===== config.mk =====
export PLATFORM = sky130hd
export DESIGN_NAME = fetch_unit
export DESIGN_NICKNAME = d
export VERILOG_FILES = /design/src/rtl/fetch_unit_pkg.sv /design/src/rtl/fetch_unit_pc_register.sv /design/src/rtl/fetch_unit.sv
export SDC_FILE = /design/constraint.sdc
export NUM_CORES = 1
export LEC_CHECK = 0
export CORE_MARGIN = 1.5
export CORE_UTILIZATION = 30
export DETAILED_ROUTE_END_ITERATION = 16
export GPL_TIMING_DRIVEN = 0
export PLACE_DENSITY = 0.65
export SYNTH_ARGS = -nofsm -noshare
export SYNTH_HDL_FRONTEND = slang
export SYNTH_SLANG_ARGS = --single-unit
export TNS_END_PERCENT = 30

===== constraint.sdc =====
create_clock -name CLK -period 2.1 [get_ports CLK]
set_input_delay 0.315 -clock CLK [delete_from_list [all_inputs] [get_ports CLK]]
set_output_delay 0.315 -clock CLK [all_outputs]
set_load 0.005 [all_outputs]

===== src/rtl/fetch_unit_pkg.sv =====
// rtl/fetch_unit_pkg.sv - shared CPU fetch constants, state encoding and helpers
package fetch_unit_pkg;

    localparam int INSTR_WIDTH = 32;
    localparam logic [31:0] RESET_PC = 32'h0000_0000;

    typedef enum logic [1:0] {
        FETCH    = 2'b00,
        WAIT_MEM = 2'b01,
        EXEC     = 2'b10
    } fetch_state_e;

    // Drop the byte offset so every PC stays word-aligned.
    function automatic logic [31:0] align_word(input logic [31:0] addr);
        return {addr[31:2], 2'b00};
    endfunction

endpackage


===== src/rtl/fetch_unit_pc_register.sv =====
// rtl/fetch_unit_pc_register.sv - program counter with reset value and branch/sequential select
module fetch_unit_pc_register
    import fetch_unit_pkg::*;
#(
    parameter logic [31:0] RST_VALUE = 32'h0000_0000
) (
    input  logic        clk,
    input  logic        rst,
    input  logic        load_en,
    input  logic        branch_taken,
    input  logic [31:0] target,
    output logic [31:0] pc,
    output logic [31:0] pc_plus4
);

    logic [31:0] pc_q;
    logic [31:0] pc_d;

    // Next PC: aligned branch target or the sequential successor, only when loading.
    always_comb begin
        pc_d = pc_q;
        if (load_en) begin
            pc_d = branch_taken ? align_word(target) : pc_q + 32'd4;
        end
    end

    // PC register with synchronous reset.
    always_ff @(posedge clk) begin
        if (rst) begin
            pc_q <= RST_VALUE;
        end else begin
            pc_q <= pc_d;
        end
    end

    assign pc       = pc_q;
    assign pc_plus4 = pc_q + 32'd4;

endmodule


===== src/rtl/fetch_unit.sv =====
// rtl/fetch_unit.sv - instruction fetch stage: PC, imem busywait handshake, instruction latch
module fetch_unit
    import fetch_unit_pkg::*;
#(
    parameter logic [31:0] RESET_PC = fetch_unit_pkg::RESET_PC
) (
    input  logic        CLK,
    input  logic        RESET,
    input  logic        BRANCH_TAKEN,
    input  logic [31:0] TARGET,
    input  logic        STALL,
    input  logic        IMEM_BUSYWAIT,
    input  logic [31:0] IMEM_READDATA,
    output logic        IMEM_READ,
    output logic [31:0] IMEM_ADDRESS,
    output logic [31:0] PC,
    output logic [31:0] PC_PLUS4,
    output logic [31:0] INSTRUCTION,
    output logic        INSTR_VALID
);

    fetch_state_e           state_q, state_d;
    logic [INSTR_WIDTH-1:0] instr_q, instr_d;
    logic                   valid_q, valid_d;
    logic                   retire;

    // Next-state, instruction capture and retire decision.
    always_comb begin
        state_d = state_q;
        instr_d = instr_q;
        valid_d = valid_q;
        retire  = 1'b0;
        case (state_q)
            FETCH: begin
                state_d = WAIT_MEM;
            end
            WAIT_MEM: begin
                if (!IMEM_BUSYWAIT) begin
                    instr_d = IMEM_READDATA;
                    valid_d = 1'b1;
                    state_d = EXEC;
                end
            end
            EXEC: begin
                if (!STALL) begin
                    retire  = 1'b1;
                    valid_d = 1'b0;
                    state_d = FETCH;
                end
            end
            default: begin
                valid_d = 1'b0;
                state_d = FETCH;
            end
        endcase
    end

    // State, valid flag and instruction latch; reset discards any captured word.
    always_ff @(posedge CLK) begin
        if (RESET) begin
            state_q <= FETCH;
            valid_q <= 1'b0;
            instr_q <= '0;
        end else begin
            state_q <= state_d;
            valid_q <= valid_d;
            instr_q <= instr_d;
        end
    end

    fetch_unit_pc_register #(
        .RST_VALUE (RESET_PC)
    ) u_pc_register (
        .clk          (CLK),
        .rst          (RESET),
        .load_en      (retire),
        .branch_taken (BRANCH_TAKEN),
        .target       (TARGET),
        .pc           (PC),
        .pc_plus4     (PC_PLUS4)
    );

    // Reset abandons the outstanding read at once, so the request is masked while RESET is high.
    assign IMEM_READ    = !RESET && ((state_q == FETCH) || (state_q == WAIT_MEM));
    assign IMEM_ADDRESS = PC;
    assign INSTRUCTION  = instr_q;
    assign INSTR_VALID  = valid_q;

endmodule

Yosys cells after proc, flatten, opt, wreduce, memory -nomap -nowiden
Index checks and enable logic that the tools add are counted.

storage, ports and cells
  bits in registers = 67
  input port bits = 69
  output and inout port bits = 130
  word-level logic and storage cells = 27

operators by class
  add/subtract/negate cells = 1
  equality and inequality tests = 4
  multiplexer cells = 9
  bitwise gates (word level) = 2
  reductions and logical operators = 7

operators by type and width
  cell                   count
  $add 32x3->32 const B  1
  $mux 32                1
  $pmux 2 s3             1
  $mux 1                 4
  $mux 2                 2
  $ne 2x2->1 const B     2
  $reduce_and 2->1       2
  $pmux 1 s3             1
  $reduce_and 3->1       1
  $eq 2x1->1 const B     1
  $eq 2x2->1 const B     1
  $logic_not 2->1        1
  $not 1->1              2
  $logic_and 1x1->1      1
  $logic_not 1->1        1
  $logic_or 1x1->1       1

Longest topological paths before layout
  depth in word-level cells = 3
  depth in mapped cells = 7
  gate-level depth less buffers = 5

Hierarchy
A second synthesis with hierarchy kept.

unflattened totals
  cell total of the unflattened synthesis = 491
  area, all modules = 3873.7 um^2

by module, submodules not included
  module                  times used  cells an instance  area an instance (um^2)  seq. area each (um^2)
  fetch_unit_pc_register  1           305                2381.0                   600.6
  fetch_unit              1           186                1492.7                   700.7

Worst setup path after synthesis
OpenSTA, ideal clock, no wires.

  kind = reg-to-output
  start point = register u_pc_register.pc_q[2], in the netlist u_pc_register.pc[2]
  end point = output PC_PLUS4[22]
  data arrival time = 1.774 ns
  required time = 1.785 ns
  slack = 0.011 ns
  cell stages (with the launch flop) = 6
  buffers on the path = 0
  cells stage by stage = dfxtp_1 ha_1 nand3_1 nor4_1 nand3_1 xnor2_1

on the way
  cells in the longest elaborated chain, start to end = 1

ends and longest elaborated chain
  what                    RTL line                      text
  from (decl)             fetch_unit_pc_register.sv:16  logic [31:0] pc_q;
  from (signal assigned)  fetch_unit_pc_register.sv:32  pc_q <= pc_d;
  $add 32x3->32           fetch_unit_pc_register.sv:37  assign pc_plus4 = pc_q + 32'd4;
  to (decl)               fetch_unit.sv:17              output logic [31:0] PC_PLUS4,

Every way passes these cells.

Final worst setup path
  start point = register u_pc_register.pc_q[16], in the netlist u_pc_register.pc[16]
  end point = output PC_PLUS4[26]

Same word-level chain as after synthesis.

==> impl_metrics.ini <==
[run_status]
status = finished, violations left
violations = negative setup slack

[power_and_ir_drop]
powerDensity_nw_per_um2 = 460
vdd_drop_max_mv = 0.410
power.total_mw = 3.41
p_leak_nw = 3.10

[clocking]
cts-buffers-inserted = 9
path_clk_slew_ns = 0.06
clockBufferDepth = 2
clk_latency_ns = 0.33
cts_tree = built
cts_root_buffer = clkbuf_16
cts.sinks = 65
hold_buffers = 0
htreeDepth = 3

[sta]
tightest_slew_ns = 0.747
period_needed_ns = 2.27
fin_crit_sh = 1.08
maxSlewHeadroom = 0.502
finalWorstSetupSlack_ns = -0.168
hold_viol = 0
grt_setup_unrepaired = true
max_freq_mhz = 441
clock_skew_ns = 0.00825
slew_viol_final = 0
setup_viol = 11

[global_routing]
grt_max_degree = 14
overflow = 0
track_usage = 0.241
grt_pass1_wl_um = 27100
antenna_found_initial = 0
grt_pass1_vias = 5124

[layout]
antenna_cells = 0
fin_cells = 1006
num-nets-final = 895
utilization = 0.565
drive_above_1_share = 0.312
area_growth_pct = 85.4

[die]
start_util = 0.305
placementRows = 42
fp.coreArea_um2 = 13100
dieHeight_um = 119
die_area_um2 = 14000
die_x_um = 119
io_pins = 199

[routing]
wl_per_cell_um = 17.9
ant_nets = 0
first_pass_iters = 5
route.detailed.drc = 0
vias = 5343
vias_per_cell = 5.31
drt_wl_total_um = 18000
drt_iter0_markers = 428

[min_path]
min_path_type = reg2reg

[logic_synthesis]
muxShareOfSynthArea = 0.00531
synthAdderAreaFrac = 0.00313
synth-seq-cells = 65
yosys_warnings = 0
synth_edf_count = 0
synth_top_area_frac = 0.325
avgSynthCellArea_um2 = 7.47
synth_top_area_cell = dfxtp_1
async_reset_ff_frac = 0
synthMostInstantiatedCell = nand2_1
synthFlopType = dfxtp_1
ys_seq_area_frac = 0.325
synth_compound_area_frac = 0.186
ys_top_cells_by_area = dfxtp_1 33%, nand2_1 9.2%, buf_4 6.8%
ys_types = 59
synth_top_family_by_area = simple AND/OR/NAND/NOR gates
synth_xor_area_frac = 0.0591
postSynthCellCount = 536
synthTopCellsByCount = 98 x nand2_1, 65 x dfxtp_1, 51 x a21oi_1
syn_area_um2 = 4000
synth-simple-area-share = 0.297

[job]
drv_cap = 0

[critical_path]
path_class = reg2out
arrival_ns = 1.95
crit_path_start_kind = flop
ff2ff_setup_slack_ns = 0.02
cp.required_ns = 1.78
end_kind = output port
crit_fanout = 4

[place]
dp_hpwl_um = 11500
dpl.cell_count = 906
dp_slack_ns = -1.05
port_buffers = 189
place_congestion = 0.908
[per-layer routing]
layer / GRT usage / vias to the layer above / wire, um
li1: - / 2459 / -
met1: 0.301 / 2477 / 7160
met2: 0.404 / 342 / 8620
met3: 0.0545 / 65 / 1630
met4: 0.0926 / 0 / 587
met5: 0 / - / 0
[cell type report]
class | instances | area, um^2
fill | 1191 | 5710
sequential | 65 | 1400
multi-input combinational | 382 | 2450
timing repair buffer | 290 | 2610
tap | 176 | 220
buffer | 67 | 407
clock inverter | 7 | 77.6
clock buffer | 9 | 225
inverter | 10 | 40.0
[worst max-delay path: stages, from the launching register on]
cell	delay [ns]
dfxtp_4	0.38
nand4_4	0.10
or4_4	0.55
buf_6	0.14
nor3_4	0.16
xor2_1	0.16
buf_2	0.13
[repair_timing]
action | CTS | global route
endpoints found under the setup margin | 54 | 50
pin swaps | 38 | 33
gates resized for setup | 205 | 43
setup buffers | 63 | 38
[cell usage in the layout (no fill, tap or decap), types with 17 or more instances in the layout]
cell type	count
a21oi_1	51
buf_2	20
buf_4	116
buf_6	21
clkbuf_1	19
clkdlybuf4s50_1	162
dfxtp_1	38
dfxtp_4	25
nand2_1	92
nand3_1	19
nand4_1	17
[worst paths after layout]
path	from	end	cells past startpoint
worst max-delay path	u_pc_register.pc[16]	PC_PLUS4[26]	6
worst max register to register	u_pc_register.pc[9]	u_pc_register.pc[31]	9
worst min register to register	INSTRUCTION[16]	INSTRUCTION[16]	2
worst min-delay path	INSTRUCTION[16]	INSTRUCTION[16]	2
[stage by stage]
step                hold WS (ns)  instance area, um^2  setup TNS [ns]
CTS                        0.454                 7160          -0.708
global placement           0.442                 6130          -33.25
floorplan                  0.451                 4020               0
detailed placement         0.445                 6130          -33.37
finish                     0.453                 7420           -1.10
global route               0.470                 7420           -2.24
[power by group]
group          total (mW)  leakage (nW)  internal [mW]  switching (mW)
Clock                1.57         0.146          0.930           0.640
Combinational       0.546          2.40          0.306           0.239
Sequential           1.30         0.549           1.25          0.0445
[sequential cells by signal, summed over array words and instances (netlist names)]
register,flops
INSTRUCTION,32
u_pc_register.pc,30
state_q,2
INSTR_VALID,1
[cells by family (layout without fill, tap and decap cells)]
group | count (synthesis) | in the layout
XOR/XNOR | 27 | 27
other | 1 | 6
multiplexers | 2 | 2
flip-flops | 65 | 65
buffers and inverters | 94 | 383
adder cells (fa/ha/maj) | 1 | 1
AO/OA/AOI/OAI | 117 | 117
AND/OR/NAND/NOR | 229 | 229
(Power assumes the default switching activity.)
